<file path="src/rtl/pc_unit_if.sv">
// Fetch-side bus of pc_unit: stall/back-pressure and redirect requests in, fetch address out.
// With PC_EXC_EN defined the bus also carries Exc_Req, Eret and EPC.
interface pc_unit_if #(
  parameter int unsigned WIDTH = 32
);
  logic             Stall;
  logic             Imem_Ready;
  logic             Br_Taken;
  logic [15:0]      Br_Offset;
  logic             J_Taken;
  logic [25:0]      J_Index;
  logic             Jr_Taken;
  logic [WIDTH-1:0] Jr_Target;
  logic [WIDTH-1:0] PC;
  logic [WIDTH-1:0] PC_Plus4;
  logic             Fetch_Valid;
  logic             Misalign_Err;
`ifdef PC_EXC_EN
  logic             Exc_Req;
  logic             Eret;
  logic [WIDTH-1:0] EPC;
`endif

  modport master (
`ifdef PC_EXC_EN
    output Exc_Req, Eret,
    input  EPC,
`endif
    output Stall, Imem_Ready, Br_Taken, Br_Offset, J_Taken, J_Index, Jr_Taken, Jr_Target,
    input  PC, PC_Plus4, Fetch_Valid, Misalign_Err
  );

  modport slave (
`ifdef PC_EXC_EN
    input  Exc_Req, Eret,
    output EPC,
`endif
    input  Stall, Imem_Ready, Br_Taken, Br_Offset, J_Taken, J_Index, Jr_Taken, Jr_Target,
    output PC, PC_Plus4, Fetch_Valid, Misalign_Err
  );
endinterface

</file>
<file path="src/rtl/pc_unit.sv">
// MIPS program-counter unit: sequential/branch/jump/jr next-PC with stall, back-pressure and a
// one-deep redirect queue. Optional exception entry/return when PC_EXC_EN is defined.
module pc_unit #(
  parameter int unsigned WIDTH     = 32,
  parameter logic [31:0] RESET_VEC = 32'h0000_3000
`ifdef PC_EXC_EN
  ,
  parameter logic [31:0] EXC_VEC   = 32'h0000_4180
`endif
) (
  input logic      Clk,
  input logic      Rst,
  pc_unit_if.slave bus
);
  localparam int unsigned SEXT_W = WIDTH - 18;

  typedef enum logic [1:0] {
    RST_HOLD = 2'd0,
    RUN      = 2'd1,
    PEND     = 2'd2
  } state_t;

  state_t           state_q, state_d;
  logic [WIDTH-1:0] pc_q, pc_d;
  logic [WIDTH-1:0] pend_q, pend_d;
  logic             fetch_valid_q;
  logic             misalign_q, misalign_d;
  logic [WIDTH-1:0] pc_plus4, br_tgt, j_tgt, jr_tgt, redir_tgt;
  logic             redir, jr_win, advance;
`ifdef PC_EXC_EN
  logic [WIDTH-1:0] epc_q, epc_d;
`endif

  assign pc_plus4 = pc_q + WIDTH'(4);
  assign br_tgt   = pc_plus4 + {{SEXT_W{bus.Br_Offset[15]}}, bus.Br_Offset, 2'b00};
  assign j_tgt    = {pc_plus4[WIDTH-1:28], bus.J_Index, 2'b00};
  assign jr_tgt   = {bus.Jr_Target[WIDTH-1:2], 2'b00};
  assign advance  = (state_q != RST_HOLD) && !bus.Stall && bus.Imem_Ready;

  // Redirect source select; lower-priority requests in the same cycle are dropped
  always_comb begin
    redir     = 1'b1;
    jr_win    = 1'b0;
    redir_tgt = pc_plus4;
`ifdef PC_EXC_EN
    if (bus.Eret) redir_tgt = epc_q;
    else
`endif
    if (bus.Jr_Taken) begin
      jr_win    = 1'b1;
      redir_tgt = jr_tgt;
    end else if (bus.J_Taken) begin
      redir_tgt = j_tgt;
    end else if (bus.Br_Taken) begin
      redir_tgt = br_tgt;
    end else begin
      redir = 1'b0;
    end
  end

  // Next-state / next-PC; a redirect seen while held overwrites the queued one
  always_comb begin
    state_d    = state_q;
    pc_d       = pc_q;
    pend_d     = pend_q;
    misalign_d = 1'b0;
`ifdef PC_EXC_EN
    epc_d      = epc_q;
    if (bus.Exc_Req) begin
      state_d = RUN;
      pc_d    = WIDTH'(EXC_VEC);
      pend_d  = '0;
      epc_d   = pc_q;
    end else
`endif
    if (state_q == RST_HOLD) begin
      state_d = RUN;
    end else begin
      misalign_d = jr_win && (bus.Jr_Target[1:0] != 2'b00);
      if (advance) begin
        if (redir)                 pc_d = redir_tgt;
        else if (state_q == PEND)  pc_d = pend_q;
        else                       pc_d = pc_plus4;
        pend_d  = '0;
        state_d = RUN;
      end else if (redir) begin
        pend_d  = redir_tgt;
        state_d = PEND;
      end
    end
  end

  always_ff @(posedge Clk or posedge Rst) begin
    if (Rst) begin
      state_q       <= RST_HOLD;
      pc_q          <= WIDTH'(RESET_VEC);
      pend_q        <= '0;
      fetch_valid_q <= 1'b0;
      misalign_q    <= 1'b0;
`ifdef PC_EXC_EN
      epc_q         <= '0;
`endif
    end else begin
      state_q       <= state_d;
      pc_q          <= pc_d;
      pend_q        <= pend_d;
      fetch_valid_q <= (state_d != RST_HOLD);
      misalign_q    <= misalign_d;
`ifdef PC_EXC_EN
      epc_q         <= epc_d;
`endif
    end
  end

  assign bus.PC           = pc_q;
  assign bus.PC_Plus4     = pc_plus4;
  assign bus.Fetch_Valid  = fetch_valid_q;
  assign bus.Misalign_Err = misalign_q;
`ifdef PC_EXC_EN
  assign bus.EPC          = epc_q;
`endif
endmodule
</file>
<file path="src/flat_wrapper.sv">
// flat-port wrapper written by rule: the top's interface ports become plain ports
module pc_unit_flat 
#(
  parameter int unsigned WIDTH     = 32,
  parameter logic [31:0] RESET_VEC = 32'h0000_3000

)
  (Clk, Rst, bus_Stall, bus_Imem_Ready, bus_Br_Taken, bus_Br_Offset, bus_J_Taken, bus_J_Index, bus_Jr_Taken, bus_Jr_Target, bus_PC, bus_PC_Plus4, bus_Fetch_Valid, bus_Misalign_Err);
  pc_unit_if #(.WIDTH(WIDTH)) bus_i ();
  input logic Clk;
  input logic Rst;
  input wire logic [$bits(bus_i.Stall)-1:0] bus_Stall;
  input wire logic [$bits(bus_i.Imem_Ready)-1:0] bus_Imem_Ready;
  input wire logic [$bits(bus_i.Br_Taken)-1:0] bus_Br_Taken;
  input wire logic [$bits(bus_i.Br_Offset)-1:0] bus_Br_Offset;
  input wire logic [$bits(bus_i.J_Taken)-1:0] bus_J_Taken;
  input wire logic [$bits(bus_i.J_Index)-1:0] bus_J_Index;
  input wire logic [$bits(bus_i.Jr_Taken)-1:0] bus_Jr_Taken;
  input wire logic [$bits(bus_i.Jr_Target)-1:0] bus_Jr_Target;
  output wire logic [$bits(bus_i.PC)-1:0] bus_PC;
  output wire logic [$bits(bus_i.PC_Plus4)-1:0] bus_PC_Plus4;
  output wire logic [$bits(bus_i.Fetch_Valid)-1:0] bus_Fetch_Valid;
  output wire logic [$bits(bus_i.Misalign_Err)-1:0] bus_Misalign_Err;
  assign bus_i.Stall = bus_Stall;
  assign bus_i.Imem_Ready = bus_Imem_Ready;
  assign bus_i.Br_Taken = bus_Br_Taken;
  assign bus_i.Br_Offset = bus_Br_Offset;
  assign bus_i.J_Taken = bus_J_Taken;
  assign bus_i.J_Index = bus_J_Index;
  assign bus_i.Jr_Taken = bus_Jr_Taken;
  assign bus_i.Jr_Target = bus_Jr_Target;
  assign bus_PC = bus_i.PC;
  assign bus_PC_Plus4 = bus_i.PC_Plus4;
  assign bus_Fetch_Valid = bus_i.Fetch_Valid;
  assign bus_Misalign_Err = bus_i.Misalign_Err;
  pc_unit #(.WIDTH(WIDTH), .RESET_VEC(RESET_VEC)) u_core (.Clk(Clk), .Rst(Rst), .bus(bus_i));
endmodule
</file>
<file path="config.mk">
export PLATFORM = sky130hd
export DESIGN_NAME = pc_unit_flat
export DESIGN_NICKNAME = d
export VERILOG_FILES = /design/src/rtl/pc_unit_if.sv /design/src/rtl/pc_unit.sv /design/src/flat_wrapper.sv
export SDC_FILE = /design/constraint.sdc
export NUM_CORES = 1
export LEC_CHECK = 0
export BUFFER_PORTS_ARGS = -buffer_cell sky130_fd_sc_hd__buf_2
export CORE_MARGIN = 1.5
export CORE_UTILIZATION = 52
export DETAILED_ROUTE_END_ITERATION = 16
export PLACE_DENSITY = 0.85
export SLEW_MARGIN = 20
export SYNTH_ARGS = -nofsm -noshare
export SYNTH_HDL_FRONTEND = slang
export SYNTH_SLANG_ARGS = --single-unit
export TNS_END_PERCENT = 50
</file>
<file path="constraint.sdc">
create_clock -name Clk -period 4.1 [get_ports Clk]
set_clock_uncertainty 0.1 [all_clocks]
set_input_delay 0.82 -clock Clk [delete_from_list [all_inputs] [get_ports Clk]]
set_output_delay 0.82 -clock Clk [all_outputs]
set_load 0.1 [all_outputs]
</file>
[Yosys cells after proc, flatten, opt, wreduce, memory -nomap -nowiden]
Cells that the tools add are included.
Operators by class
  add/subtract/negate cells: 2
  equality and inequality tests: 1
  multiplexer cells: 15
  bitwise logic cells: 1
  reductions and logical operators: 11
Operators by type and width (number)
  32-bit 2-to-1 mux: 7
  32-bit by 3-bit adder with 32-bit output, second input constant: 1
  32-bit adder: 1
  2-bit nonzero test: 4
  2-bit 2-to-1 mux: 3
  1-bit 2-to-1 mux: 5
  2-bit AND reduction: 2
  1-bit logical AND: 3
  2-bit equality test, second input constant: 1
  2-bit zero test: 1
  1-bit zero test: 1
  1-bit inverter: 1
Word-level totals
  register bits after elaboration: 68
  bits of input ports: 81
  output and inout port bits: 66
  word-level logic and storage cells: 35

[Logic depth before layout (Yosys ltp)]
  word-level depth: 7
  gate-level depth with buffers: 17
  gate-level depth less buffers: 17

[Least setup slack after synthesis]
OpenSTA, ideal clock, no wires.
  path type: reg-to-reg
  start point: register u_core.pc_q[2], in the netlist u_core.bus.PC[2]
  end point: register u_core.pend_q[29]
  setup time: 0.066 ns
  arrival time: 6.116 ns
  data required time: 3.934 ns
  slack: -2.182 ns
  cell stages (with the launch flop): 17
  buffers on the path: 0
  clock period less this slack: 6.282 ns
  cell sequence: dfrtp_1 -> ha_1 -> nand2_1 -> nor4_1 -> and2_1 -> nand4_1 -> xnor2_1 -> ha_1 -> a211o_1 -> o221a_2 -> a31oi_1 -> o21bai_1 -> a21o_1 -> a2111oi_0 -> a31o_1 -> o22a_1 -> a22o_1
Between the ends
  cells in the longest elaborated chain, start to end: 7
RTL lines
  start: declaration: line pc_unit.sv:24  | logic [WIDTH-1:0] pc_q, pc_d;
  start signal: assignment: line pc_unit.sv:96  | pc_q <= WIDTH'(RESET_VEC);
  start signal: assignment: line pc_unit.sv:105  | pc_q <= pc_d;
  32-bit by 3-bit adder with 32-bit output: line pc_unit.sv:34  | assign pc_plus4 = pc_q + WIDTH'(4);
  named net bus_PC_Plus4[22]: line flat_wrapper.sv:21  | output wire logic [$bits(bus_i.PC_Plus4)-1:0] bus_PC_Plus4;
  32-bit adder: line pc_unit.sv:35  | assign br_tgt = pc_plus4 + {{SEXT_W{bus.Br_Offset[15]}}, bus.Br_Offset, 2'b00};
  32-bit 2-to-1 mux: line pc_unit.sv:54  | end else if (bus.Br_Taken) begin
  32-bit 2-to-1 mux: line pc_unit.sv:52  | end else if (bus.J_Taken) begin
  32-bit 2-to-1 mux: line pc_unit.sv:49  | if (bus.Jr_Taken) begin
  32-bit 2-to-1 mux: line pc_unit.sv:86  | end else if (redir) begin
  32-bit 2-to-1 mux: line pc_unit.sv:80  | if (advance) begin
  end signal: assignment: line pc_unit.sv:106  | pend_q <= pend_d;
  end: declaration: line pc_unit.sv:25  | logic [WIDTH-1:0] pend_q, pend_d;
The timed path passes the listed nets, and every way through them passes these cells. The select of a mux whose other input is x is not followed.
A chain may end at the register's enable or synchronous reset.

[Final worst setup path]
  start point: register u_core.pc_q[12], in the netlist u_core.bus.PC[12]
  end point: register u_core.pc_q[25], in the netlist u_core.bus.PC[25]
Between the ends
  cells in the longest elaborated chain, start to end: 6
  elaborated cells on any way between the ends: 7
  classes of those cells: add/sub: 2; mux: 5
RTL lines
  32-bit by 3-bit adder with 32-bit output *: line pc_unit.sv:34
  32-bit adder: line pc_unit.sv:35
  32-bit 2-to-1 mux: line pc_unit.sv:54
  32-bit 2-to-1 mux: line pc_unit.sv:52
  32-bit 2-to-1 mux: line pc_unit.sv:49
  32-bit 2-to-1 mux *: line pc_unit.sv:81  | if (redir) pc_d = redir_tgt;
Every way passes the cells marked *; elsewhere a longest branch is shown, timed or not.

==> metrics.sh <==
CLK_PIN_SLEW_PS=60
POSTROUTEWIRELENGTH_MM=22.6
SYNTH_SIMPLE_GATE_AREA_SHARE_PCT=22.1
FRACTION_OF_SYNTHESIS_FLOPS_USING_AN_ASYNCHRONOUS_SET_OR_RESET_PIN_PCT=100
SYNTH_ADDER_AREA_SHARE_PCT=8.39
CP_DATA_ARRIVAL_TIME_PS=4180
DPL_WORST_SLACK_PS=6.49
TIMING.FINAL.HOLD_VIOLATIONS=0
DETAILED_PLACE_HPWL_MM=16.6
POWER_uW=6180
IO-PIN-COUNT=147
GRT_REMAINING_OVERFLOW=0
DIE-AREA_SQ_UM=12000
ANTENNA_NETS_POST_ROUTE=0
END_KIND='flop'
HP-CLASS='in -> async'
VDD.IR_DROP.WORST_V=0.000666
ANTENNA_FOUND_INITIAL=0
SYN_INST=739
PORTBUFFERS=146
ROWS=38
ANTENNA-DIODE-COUNT=0
DIEWIDTH_MICRONS=110
LAYOUT-DRIVE-GT1-SHARE_PCT=34.2
POST-SYNTH-TOP-AREA-CELL='sky130_fd_sc_hd__dfrtp_1'
CTS_MAX_LEVEL=3
POST_DP_CELL_AREA_SQ_UM=7620
NUMBER_OF_ENABLE_FLIP_FLOP_CELLS_AFTER_SYNTHESIS=0
GRTUSAGETOTAL_PCT=37.8
CTS_MAX_PATH_BUFFERS=2
PERIOD_UTILIZATION_PCT=98.1
WORST_SETUP_PATH_START_KIND='flop'
ROUTED-WL-MET2_MM=10.5
CLOCK-SINKS=68
POWER.LEAKAGE_uW=0.00350
SYNTH_TOP_FAMILY_BY_AREA='compound AO/OA/AOI/OAI gates'
MAX_CAP_VIOLATION_COUNT=0
CORE_AREA_SQ_UM=10900
SYN2LAYOUT_AREA_GROWTH_PCT=36.5
CRITICAL_PATH_CLASS='reg -> reg'
POST_SYNTH.CELL_AREA_AVG_SQ_UM=7.99
GRT_START_MAX_NET_PINS=33
MAX_SLEW_MARGIN_PCT=25.0
DR_WL_MET3_MM=2.16
DETAIL_ROUTE.ITER0.VIOLATIONS=646
SYNTH_CELL_TYPES=77
POST_DETAILED_ROUTE_VIA_TO_CELL_RATIO=6.64
TIMING.FINAL.MAX_SLEW_VIOLATIONS=0
M1WIRELENGTH_MM=8.52
TIMING_WORST_SLEW_PIN_VALUE_PS=1120
SYNTHMUXAREASHARE_PCT=1.08
DR.PASS1.ITERS=5
STARTPOINT_OF_THE_WORST_REGISTER_TO_REGISTER_PATH='u_core.bus.PC[12]'
CTS_TREE='built'
DR_TOTAL_VIAS=6912
CRIT_PATH_START='u_core.bus.PC[12]'
SYNTH_SEQUENTIAL_AREA_RATIO_PCT=28.9
REG2REG_SLACK_PS=80
AGGREGATE_NEGATIVE_SETUP_SLACK_PS=0
TIMING.FMAX_MHz=249
LAYOUT.NETS=1016
FIN_WS_PS=79.0
CLOCK_INSERTION_DELAY_WORST_SKEW_PS=350
DRT-WIRELENGTH-PER-CELL_MICRONS=21.7
SYNTH_SEQ_CELLS=68
FIRST_GLOBAL_VIAS=6694
FINAL_AREA_SQ_UM=8060
SETUP_VIOL_COUNT_FINAL=0
LAYOUT.CELLS.MOST_COMMON='sky130_fd_sc_hd__buf_2'
SYNTH_AREA_SQ_UM=5900
DRC_ERRORS=0
POWER.DENSITY_CELL_AREA_nW_PER_UM2=767
LAYOUT_COMMON_CELLS='sky130_fd_sc_hd__buf_2, sky130_fd_sc_hd__nor2_1, sky130_fd_sc_hd__nand2_1, sky130_fd_sc_hd__o21ai_0, sky130_fd_sc_hd__dfrtp_1'
DIE_H_MICRONS=110
POST-SYNTH-TOP-AREA-FRACTION_PCT=28.0
STATUS='complete, no violations'
RSZ0062_AT_GRT='true'
ROUTABILITYCONGESTION=0.895
CTS-ROOT-BUF='sky130_fd_sc_hd__clkbuf_16'
GRT_PASS1_WL_MM=34.1
CRITPATHMAXFANOUT=4
SHARE_OF_THE_SYNTHESIZED_NETLIST_AREA_TAKEN_BY_XOR_AND_XNOR_GATES_PCT=7.69
SYNTH.NET_COUNT=859
HIGHEST_LAYER='met4'
SYNTH.YOSYS.WARNINGS=0
SYNTH_COMPOUND_GATE_AREA_SHARE_PCT=27.3
TRITONCTS_BUFFERS=9
INITIAL_CORE_UTIL_PCT=54.0
WORST-ENDPOINT-REQUIRED_PS=4260
LAYOUT_MIN_CYCLE_TIME_PS=4020
LARGEST_CELLS_BY_AREA_AFTER_SYNTHESIS='sky130_fd_sc_hd__dfrtp_1, sky130_fd_sc_hd__ha_1, sky130_fd_sc_hd__nor2_1'
SYNTH_TOP_FLOP_CELL='sky130_fd_sc_hd__dfrtp_1'
-- metrics by stage --
step / utilization [%] / hold slack [ps] / std cells
detailed placement: 69.7 / 364 / 1019
global placement: 69.7 / 354 / 1019
global route: 73.7 / 384 / 1041
finish: 73.7 / 355 / 1041
floorplan: - / 340 / 739
CTS: 72.7 / 367 / 1035
-- worst max-delay path: stages (launching register included) --
cell,delay [ps]
sky130_fd_sc_hd__dfstp_4,640
sky130_fd_sc_hd__nand4_4,160
sky130_fd_sc_hd__nor4_4,230
sky130_fd_sc_hd__buf_4,170
sky130_fd_sc_hd__nand2_1,120
sky130_fd_sc_hd__xnor2_4,180
sky130_fd_sc_hd__ha_1,330
sky130_fd_sc_hd__nand2_1,130
sky130_fd_sc_hd__nor4_2,310
sky130_fd_sc_hd__a21bo_1,240
sky130_fd_sc_hd__and3b_4,200
sky130_fd_sc_hd__o21a_1,230
sky130_fd_sc_hd__a21bo_1,190
sky130_fd_sc_hd__xor2_1,180
sky130_fd_sc_hd__a221o_1,350
sky130_fd_sc_hd__o31ai_2,180
-- synth_stat cells (5+ instances only) --
master,n
sky130_fd_sc_hd__inv_1,25
sky130_fd_sc_hd__dfrtp_1,66
sky130_fd_sc_hd__xnor2_1,35
sky130_fd_sc_hd__nor3_1,10
sky130_fd_sc_hd__nand2b_1,6
sky130_fd_sc_hd__o21bai_1,7
sky130_fd_sc_hd__nor2_1,98
sky130_fd_sc_hd__o21a_1,11
sky130_fd_sc_hd__nand4_1,11
sky130_fd_sc_hd__ha_1,38
sky130_fd_sc_hd__clkbuf_1,28
sky130_fd_sc_hd__o211ai_1,10
sky130_fd_sc_hd__xor2_1,15
sky130_fd_sc_hd__or3_1,13
sky130_fd_sc_hd__a31oi_1,19
sky130_fd_sc_hd__a21oi_1,37
sky130_fd_sc_hd__o311ai_0,7
sky130_fd_sc_hd__nand3_1,20
sky130_fd_sc_hd__nand2_1,85
sky130_fd_sc_hd__a221oi_1,6
sky130_fd_sc_hd__o31ai_1,6
sky130_fd_sc_hd__o21ai_1,5
sky130_fd_sc_hd__a21o_1,13
sky130_fd_sc_hd__o21ai_0,52
sky130_fd_sc_hd__a22o_1,6
sky130_fd_sc_hd__and3_1,7
sky130_fd_sc_hd__a221o_1,10
-- registers in the layout, summed over array words and instances, names as in the netlist --
signal / cells
u_core.pend_q: 32
u_core.state_q: 2
u_core.bus.Fetch_Valid: 1
u_core.bus.PC: 32
u_core.bus.Misalign_Err: 1
-- routing by layer --
layer  global-route usage (%)  vias to the layer above
met3                     7.17                      111
met1                     45.9                     3276
li1                         -                     3034
met5                        0                        -
met2                     61.2                      491
met4                     24.2                        0
-- report_power, final --
part / internal, uW / total [uW] / leakage (uW) / switching (uW)
logic: 1160 / 4120 / 0.00254 / 2960
registers: 868 / 1170 / 0.000799 / 306
clock network: 555 / 885 / 0.000160 / 330
-- area by class of cell --
cell class | count | area, sq um
Timing Repair Buffer | 185 | 1020
Multi-Input combinational cell | 606 | 4690
Clock buffer | 10 | 239
Sequential cell | 68 | 1740
Tap cell | 140 | 175
Fill cell | 830 | 2880
Clock inverter | 6 | 93.8
Inverter | 26 | 106
-- logic make-up after synthesis --
family                     after synthesis
and+or+nand+nor                        276
AOI/OAI and AO/OA                      233
DFF                                     68
buffers and inverters                   65
xor gates and xnor gates                51
adders and majority gates               39
muxes                                    6
other                                    1
-- path summary, 6_finish.rpt --
check                               endpoint  cells after the start
setup reg to reg           u_core.bus.PC[25]                     15
max in group asynchronous  u_core.bus.PC[20]                      3
setup / recovery           u_core.bus.PC[25]                     15
hold / removal              u_core.bus.PC[6]                      2
min in group Clk           u_core.pend_q[26]                      2
hold reg to reg            u_core.pend_q[26]                      2
-- repair_timing --
action	CTS	global route
setup buffers	0	6
resized for setup	0	11
endpoints found under the setup margin	1	18
hold buffers	0	0
pin swaps	1	9
gates cloned	0	0
Note: power is estimated with default switching activity, not from simulation.
